### src/rtl/multi_cycle_ctrl.sv
// Multi-cycle control FSM sitting behind the instruction register.
// It sequences IF/ID/EXE/MEM/WB, decodes all datapath strobes and counts retired instructions.
module multi_cycle_ctrl #(
   parameter logic [5:0] OP_HALT = 6'b111111,
   parameter int         CNT_W   = 32
) (
   input  logic             CLK,
   input  logic             Reset,
   input  logic [5:0]       opcode,
   input  logic [5:0]       funct,
   input  logic             zero,
   output logic             PCWre,
   output logic             IRWre,
   output logic             InsMemRW,
   output logic             RegWre,
   output logic             ALUSrcB,
   output logic [2:0]       ALUOp,
   output logic             ExtSel,
   output logic             mRD,
   output logic             mWR,
   output logic             DBDataSrc,
   output logic [1:0]       RegDst,
   output logic             WrRegDSrc,
   output logic [1:0]       PCSrc,
   output logic [2:0]       state,
   output logic [CNT_W-1:0] retired
);

   typedef enum logic [2:0] {
      S_IF   = 3'b000,
      S_ID   = 3'b001,
      S_AEXE = 3'b110,
      S_AWB  = 3'b111,
      S_BEXE = 3'b101,
      S_CEXE = 3'b010,
      S_MEM  = 3'b011,
      S_CWB  = 3'b100
   } state_t;

   localparam logic [5:0] OP_RTYPE = 6'b000000;
   localparam logic [5:0] OP_ADDI  = 6'b001000;
   localparam logic [5:0] OP_ORI   = 6'b001101;
   localparam logic [5:0] OP_SLTI  = 6'b001010;
   localparam logic [5:0] OP_BEQ   = 6'b000100;
   localparam logic [5:0] OP_BNE   = 6'b000101;
   localparam logic [5:0] OP_LW    = 6'b100011;
   localparam logic [5:0] OP_SW    = 6'b101011;
   localparam logic [5:0] OP_J     = 6'b000010;
   localparam logic [5:0] OP_JAL   = 6'b000011;

   localparam logic [5:0] F_ADD = 6'b100000;
   localparam logic [5:0] F_SUB = 6'b100010;
   localparam logic [5:0] F_AND = 6'b100100;
   localparam logic [5:0] F_OR  = 6'b100101;
   localparam logic [5:0] F_SLT = 6'b101010;
   localparam logic [5:0] F_JR  = 6'b001000;

   state_t st;

   logic is_r, r_alu, is_jr, is_addi, is_ori, is_slti;
   logic is_beq, is_bne, is_lw, is_sw, is_j, is_jal, is_halt;
   logic is_a, is_b, is_c, is_pass;

   function automatic logic [2:0] alu_sel(input logic [5:0] op, input logic [5:0] fn);
      logic [2:0] sel;
      sel = 3'b000;
      if (op == OP_RTYPE) begin
         case (fn)
            F_SUB:   sel = 3'b001;
            F_AND:   sel = 3'b010;
            F_OR:    sel = 3'b011;
            F_SLT:   sel = 3'b100;
            default: sel = 3'b000;
         endcase
      end else if (op == OP_ORI) begin
         sel = 3'b011;
      end else if (op == OP_SLTI) begin
         sel = 3'b100;
      end
      return sel;
   endfunction

   assign is_r    = (opcode == OP_RTYPE);
   assign r_alu   = is_r && (funct inside {F_ADD, F_SUB, F_AND, F_OR, F_SLT});
   assign is_jr   = is_r && (funct == F_JR);
   assign is_addi = (opcode == OP_ADDI);
   assign is_ori  = (opcode == OP_ORI);
   assign is_slti = (opcode == OP_SLTI);
   assign is_beq  = (opcode == OP_BEQ);
   assign is_bne  = (opcode == OP_BNE);
   assign is_lw   = (opcode == OP_LW);
   assign is_sw   = (opcode == OP_SW);
   assign is_j    = (opcode == OP_J);
   assign is_jal  = (opcode == OP_JAL);
   assign is_halt = (opcode == OP_HALT);

   assign is_a    = r_alu | is_addi | is_ori | is_slti;
   assign is_b    = is_beq | is_bne;
   assign is_c    = is_lw | is_sw;
   // Anything that is not an ALU, branch, memory or halt op finishes in ID: j, jal, jr and NOPs.
   assign is_pass = ~(is_a | is_b | is_c | is_halt);

   assign state = st;

   always_ff @(posedge CLK or negedge Reset) begin
      if (!Reset) begin
         st      <= S_IF;
         retired <= '0;
      end else begin
         case (st)
            S_IF:   st <= S_ID;
            S_ID: begin
               if (is_a)         st <= S_AEXE;
               else if (is_b)    st <= S_BEXE;
               else if (is_c)    st <= S_CEXE;
               else if (is_halt) st <= S_ID;
               else              st <= S_IF;
            end
            S_AEXE: st <= S_AWB;
            S_AWB:  st <= S_IF;
            S_BEXE: st <= S_IF;
            S_CEXE: st <= S_MEM;
            S_MEM:  st <= is_lw ? S_CWB : S_IF;
            S_CWB:  st <= S_IF;
            default: st <= S_IF;
         endcase
         if (PCWre) retired <= retired + CNT_W'(1);
      end
   end

   // Strobes are forced low while Reset is held so nothing writes during an aborted instruction.
   always_comb begin
      PCWre     = 1'b0;
      IRWre     = 1'b0;
      InsMemRW  = 1'b0;
      RegWre    = 1'b0;
      ALUSrcB   = 1'b0;
      ALUOp     = 3'b000;
      ExtSel    = 1'b0;
      mRD       = 1'b0;
      mWR       = 1'b0;
      DBDataSrc = 1'b0;
      RegDst    = 2'b00;
      WrRegDSrc = 1'b0;
      PCSrc     = 2'b00;
      if (Reset) begin
         case (st)
            S_IF: begin
               InsMemRW = 1'b1;
               IRWre    = 1'b1;
            end
            S_ID: begin
               if (is_pass) begin
                  PCWre = 1'b1;
                  if (is_j || is_jal) PCSrc = 2'b11;
                  else if (is_jr)     PCSrc = 2'b10;
                  if (is_jal) begin
                     RegWre    = 1'b1;
                     RegDst    = 2'b00;
                     WrRegDSrc = 1'b0;
                  end
               end
            end
            S_AEXE: begin
               ALUSrcB = ~is_r;
               ALUOp   = alu_sel(opcode, funct);
               ExtSel  = is_addi | is_slti;
            end
            S_AWB: begin
               RegWre    = 1'b1;
               WrRegDSrc = 1'b1;
               DBDataSrc = 1'b0;
               PCWre     = 1'b1;
               RegDst    = is_r ? 2'b10 : 2'b01;
            end
            S_BEXE: begin
               ALUOp = 3'b001;
               PCWre = 1'b1;
               PCSrc = ((is_beq & zero) | (is_bne & ~zero)) ? 2'b01 : 2'b00;
            end
            S_CEXE: begin
               ALUSrcB = 1'b1;
               ExtSel  = 1'b1;
               ALUOp   = 3'b000;
            end
            S_MEM: begin
               mRD   = is_lw;
               mWR   = is_sw;
               PCWre = is_sw;
            end
            S_CWB: begin
               RegWre    = 1'b1;
               DBDataSrc = 1'b1;
               RegDst    = 2'b01;
               WrRegDSrc = 1'b1;
               PCWre     = 1'b1;
            end
            default: ;
         endcase
      end
   end

endmodule
### config.mk
export PLATFORM = sky130hd
export DESIGN_NAME = multi_cycle_ctrl
export DESIGN_NICKNAME = d
export VERILOG_FILES = /design/src/rtl/multi_cycle_ctrl.sv
export SDC_FILE = /design/constraint.sdc
export NUM_CORES = 1
export LEC_CHECK = 0
export ABC_AREA = 1
export CORE_ASPECT_RATIO = 1.1
export CORE_MARGIN = 2
export CORE_UTILIZATION = 40
export DETAILED_ROUTE_END_ITERATION = 12
export PLACE_DENSITY = 0.67
export SLEW_MARGIN = 20
export SYNTH_ARGS = -nofsm -noshare
export SYNTH_HDL_FRONTEND = slang
export SYNTH_SLANG_ARGS = --single-unit
### constraint.sdc
create_clock -name CLK -period 2.3 [get_ports CLK]
set_input_delay 0.46 -clock CLK [delete_from_list [all_inputs] [get_ports CLK]]
set_output_delay 0.46 -clock CLK [all_outputs]
set_load 0.01 [all_outputs]
After elaboration in Yosys (flattened, before gate mapping):

Index checks and enable logic that the tools add are counted.

* register bits after elaboration: 35
* input port bits: 15
* output and inout port bits: 52
* word-level logic and storage cells: 90

* add/subtract/negate cells: 1
* equality and inequality tests: 23
* multiplexer cells: 42
* bitwise logic cells: 14
* reductions and logical operators: 8

Operator list (number)
* 6-bit == test (second input constant): 8
* 32-bit by 1-bit adder with 32-bit output (second input constant): 1
* 6-bit by 4-bit == test with 1-bit output (second input constant): 4
* 3-bit 2-to-1 mux: 7
* 1-bit 2-to-1 mux: 19
* 3-bit one-hot mux with 6 select lines: 1
* 2-bit 2-to-1 mux: 7
* 3-bit == test (second input constant): 4
* 6-bit by 2-bit == test with 1-bit output (second input constant): 2
* 6-bit by 3-bit == test with 1-bit output (second input constant): 2
* 3-bit one-hot mux with 4 select lines: 1
* 1-bit bitwise OR: 10
* 2-bit one-hot mux with 2 select lines: 2
* 3-bit by 2-bit == test with 1-bit output (second input constant): 2
* 6-bit logical NOT: 1
* 1-bit one-hot mux with 2 select lines: 3
* 3-bit one-hot mux with 2 select lines: 1
* 5-bit nonzero test: 1
* 3-bit by 1-bit == test with 1-bit output (second input constant): 1
* 3-bit logical NOT: 1
* 1-bit one-hot mux with 3 select lines: 1
* 3-bit OR reduction: 1
* 1-bit bitwise AND: 2
* 1-bit logical AND: 2
* 3 further kinds: 4

Logic depth before layout (Yosys ltp):

* word-level depth: 12
* depth in mapped cells: 12
* mapped depth without buffers: 12

Least setup slack after synthesis:

OpenSTA, ideal clock, no wires.

* kind: reg2out
* from: reg st[1], in the netlist state[1]
* to: out PCWre
* arrival time: 1.395 ns
* required time: 1.840 ns
* setup slack: 0.445 ns
* stages on the path, launching flop included: 11
* path buffers: 1
* cells stage by stage: dfrtp_1 -> inv_1 -> nand2_2 -> nor2_4 -> nand3_1 -> nor2_2 -> nand3_2 -> nand2_4 -> nand2_4 -> buf_6 -> inv_1

* word-level cells in the longest chain between the ends: 4
* elaborated cells on any way between the ends: 8
* classes of those cells: eq/ne: 5; mux: 2; reduce/logical: 1

Ends and longest elaborated chain
* from (decl): RTL line 58 `state_t st;`
* from (signal assigned): RTL line 123 `S_MEM: st <= is_lw ? S_CWB : S_IF;`
* 3-bit == test: RTL line 147 `case (st)`
* 3-bit OR reduction (no source line)
* 1-bit one-hot mux with 3 select lines *: RTL line 147
* 1-bit 2-to-1 mux *: RTL line 146 `if (Reset) begin`
* to (decl): RTL line 12 `output logic PCWre,`

Mark *: on every way between the ends. The rest lies on a longest branch, timed or not.

Worst setup path in the final report:

* from: in opcode[2]
* to: out PCSrc[1]

* word-level cells in the longest chain between the ends: 11
* elaborated cells on any way between the ends: 27
* classes of those cells: eq/ne: 10; mux: 5; bitwise: 8; reduce/logical: 4

Ends and longest elaborated chain
* from (decl): RTL line 9 `input logic [5:0] opcode,`
* 6-bit logical NOT: RTL line 83 `assign is_r = (opcode == OP_RTYPE);`
* 1-bit logical AND: RTL line 84 `assign r_alu = is_r && (funct inside {F_ADD, F_SUB, F_AND, F_OR, F_SLT});`
* 1-bit bitwise OR (3 in a row): RTL line 97 `assign is_a = r_alu | is_addi | is_ori | is_slti;`
* 1-bit bitwise OR (3 in a row): RTL line 101 `assign is_pass = ~(is_a | is_b | is_c | is_halt);`
* 2-bit 2-to-1 mux *: RTL line 153 `if (is_pass) begin`
* 2-bit one-hot mux with 2 select lines *: RTL line 147
* 2-bit 2-to-1 mux *: RTL line 146
* to (decl): RTL line 24 `output logic [1:0] PCSrc,`

Marks and branches as above.

==> impl_metrics.py <==
metrics = {
    "die": {
        "core_um2": 6633,
        "die_x_um": 83.06,
        "die_area_um2": 7556,
        "die_y_um": 90.97,
        "start_util": 0.4146,
        "ios": 67,
        "std_cell_rows": 31,
    },
    "clock_tree": {
        "hold_buffers": 0,
        "cts_tree": "done",
        "cts.sinks": 35,
        "clk_pin_slew_ps": 80,
        "numCtsBuffers": 5,
        "cts_root_buffer": "clkbuf_8",
        "clk_latency_ps": 290,
        "htreeDepth": 2,
        "clk_path_buf_depth": 2,
    },
    "synth": {
        "synth_seq_area_share": 0.3185,
        "ys_ff_latch": 35,
        "yosys-top-cells-area": "dfrtp_1 32%, nand2_1 21%, nand3_1 10%",
        "synth_cell_types": 28,
        "synth_top_cell_area_share": 0.3185,
        "synth_edf_count": 0,
        "ys.flop_type": "dfrtp_1",
        "synth_area_um2": 2750,
        "syn_nets": 468,
        "synthArstFlopShare": 1.000,
        "synth.most_common_cell": "nand2_1",
        "syn_area_per_cell_um2": 6.084,
        "synthCells": 452,
        "ys_top_cells_by_count": "155 x nand2_1, 65 x inv_1, 65 x nor2_1, 56 x nand3_1, 35 x dfrtp_1",
        "post-synth-top-area-cell": "dfrtp_1",
        "yosys_warnings": 0,
    },
    "timing": {
        "hold_violations": 0,
        "slew_violations": 0,
        "clock.fmax_mhz": 446.7,
        "fin_crit_sh": 0.9733,
        "slew-limit-headroom": 0.6662,
        "setup_tns_ps": 0,
        "finalClockSkew_ps": 10.51,
        "setup_violations": 0,
        "worst_pin_slew_ps": 500.7,
        "fin_crit_ps": 2239,
    },
    "detailed_routing": {
        "via_per_inst": 4.886,
        "routed_wl_um": 8024,
        "post_drt_wl_per_cell_um": 12.68,
        "route.detailed.drc": 0,
        "vias": 3093,
        "drt_iter0_drc": 170,
        "final_antenna_net_count": 0,
        "drtPass1Iterations": 4,
    },
    "critical_path": {
        "crit_type": "primary input to primary output",
        "path_buf_inv": 3,
        "path_depth": 9,
        "rr_worst_depth": 10,
        "cp-start-kind": "primary input",
        "endpoint_kind": "primary output",
        "max_stage_delay_ps": 340,
        "crit_required_ps": 1840,
        "slowest_stage": "dlygate4sd2_1",
        "crit_fanout": 5,
        "worst_ep_arrival_time_ps": 1780,
        "cp_top_family": "simple AND/OR/NAND/NOR gates",
        "path_cells": "dlygate4sd2_1 -> nor2_4 -> nand3_2 -> nand3_1 -> nor2_4 -> nand3_4 -> buf_4 -> nor3_2 -> buf_2",
        "crit_path_frequent_cell": "nor2_4",
    },
    "power": {
        "p_leak_uw": 0.001819,
        "p_total_uw": 1975,
        "p_per_area_nw_per_um2": 518.8,
        "vdd.ir_drop.worst_mv": 0.3707,
    },
    "layout": {
        "fin_area_um2": 3807,
        "drive_gt1_frac": 0.1597,
        "antenna_cells": 0,
        "fillCellCount": 638,
        "stdcell_count": 633,
        "fin_nets": 566,
        "final_core_util": 0.5740,
        "synthToLayoutAreaGrowth_pct": 38.44,
    },
    "min_path": {
        "hold_class": "primary input to async pin",
    },
    "global_route": {
        "grt_start_max_net_pins": 54,
        "antenna_found_initial": 0,
        "globalRouteTotalUtil": 0.2198,
        "grt_pass1_wl_um": 13860,
        "grt_pass1_vias": 3027,
        "grt-ovfl-total": 0,
    },
    "placed_design": {
        "io_buffers": 66,
        "dpl_cell_area_um2": 3640,
        "gp_congestion": 0.8599,
        "dp_cells": 619,
        "hpwl_um": 6116,
    },
    "job": {
        "maxCapViolCount": 0,
    },
    "run_status": {
        "status": "finished clean",
    },
}
metal layers:
layer | share of wire | GRT usage | vias to the layer above
met3 | 0.035 | 0.02455 | 8
met4 | 0.014 | 0.06557 | 0
met2 | 0.49 | 0.3864 | 65
met1 | 0.46 | 0.2832 | 1407
met5 | 0 | 0 | -
li1 | - | - | 1613
layout make-up:
type	count	area, um2	area share
multi-input cells	339	1628	0.4275
well taps	82	102.6	0.02695
clock inverters	2	12.51	0.003286
inverters	68	257.7	0.06770
flip-flops and latches	35	875.8	0.2300
clock buffers	6	72.57	0.01906
repair buffers	101	858.3	0.2254
final timing paths:
path,start,endpoint,slack (ps)
hold / removal,Reset,retired[19],370
setup reg to reg,retired[0],retired[26],270
setup / recovery,opcode[2],PCSrc[1],60
max in group asynchronous,Reset,retired[31],1340
hold reg to reg,retired[30],retired[30],500
min in group CLK,retired[30],retired[30],500
cells by family after synthesis:
group / Yosys count / share of synthesized area
simple gates: 320 / 0.5091
buf+inv: 78 / 0.1242
flops: 35 / 0.3185
compound gates: 13 / 0.02775
xor+xnor: 5 / 0.01593
fa+ha+maj: 1 / 0.004549
state kept, by name, indices dropped and copies added (netlist names):
name / flops
state: 3
retired: 32
through the flow:
stage                     hold WS [ps]  setup slack [ps]
final                            366.3             61.32
after global placement           483.2            -516.8
after CTS                        374.6             4.488
after detailed placement         487.7            -542.3
after floorplan                  164.4             445.0
after global routing             395.2            -6.043
worst register-to-register path: cells and delay by family, from the launching register on:
family,cells,cell delay (ps)
adders and majority gates,1,210
and+or+nand+nor,9,1280
DFF,1,430
power by group:
| part | total (uW) | leakage, uW | internal [uW] | switching [uW] |
|---|---|---|---|---|
| logic | 801 | 0.00130 | 328 | 473 |
| clock network | 444 | 0.0000412 | 212 | 232 |
| registers | 731 | 0.000481 | 663 | 68.3 |
placed cells by master, fill, tap and decap left out, types with 7 or more instances in the layout:
cell type          n
clkbuf_2           7
nor3_1            13
dlygate4sd2_1     14
nand3_1           51
nor2_2            10
inv_1             63
nor2_1            56
nand2_1          152
nand4_1           11
clkdlybuf4s50_1   41
dfrtp_1           35
buf_4             35
timing repair:
item | in CTS | in global routing
pin swaps | 9 | 6
buffers inserted | 6 | 0
endpoints found under the setup margin | 14 | 10
resized for setup | 46 | 27
cloned | 0 | 0
Power figures use the tool's default switching activity.
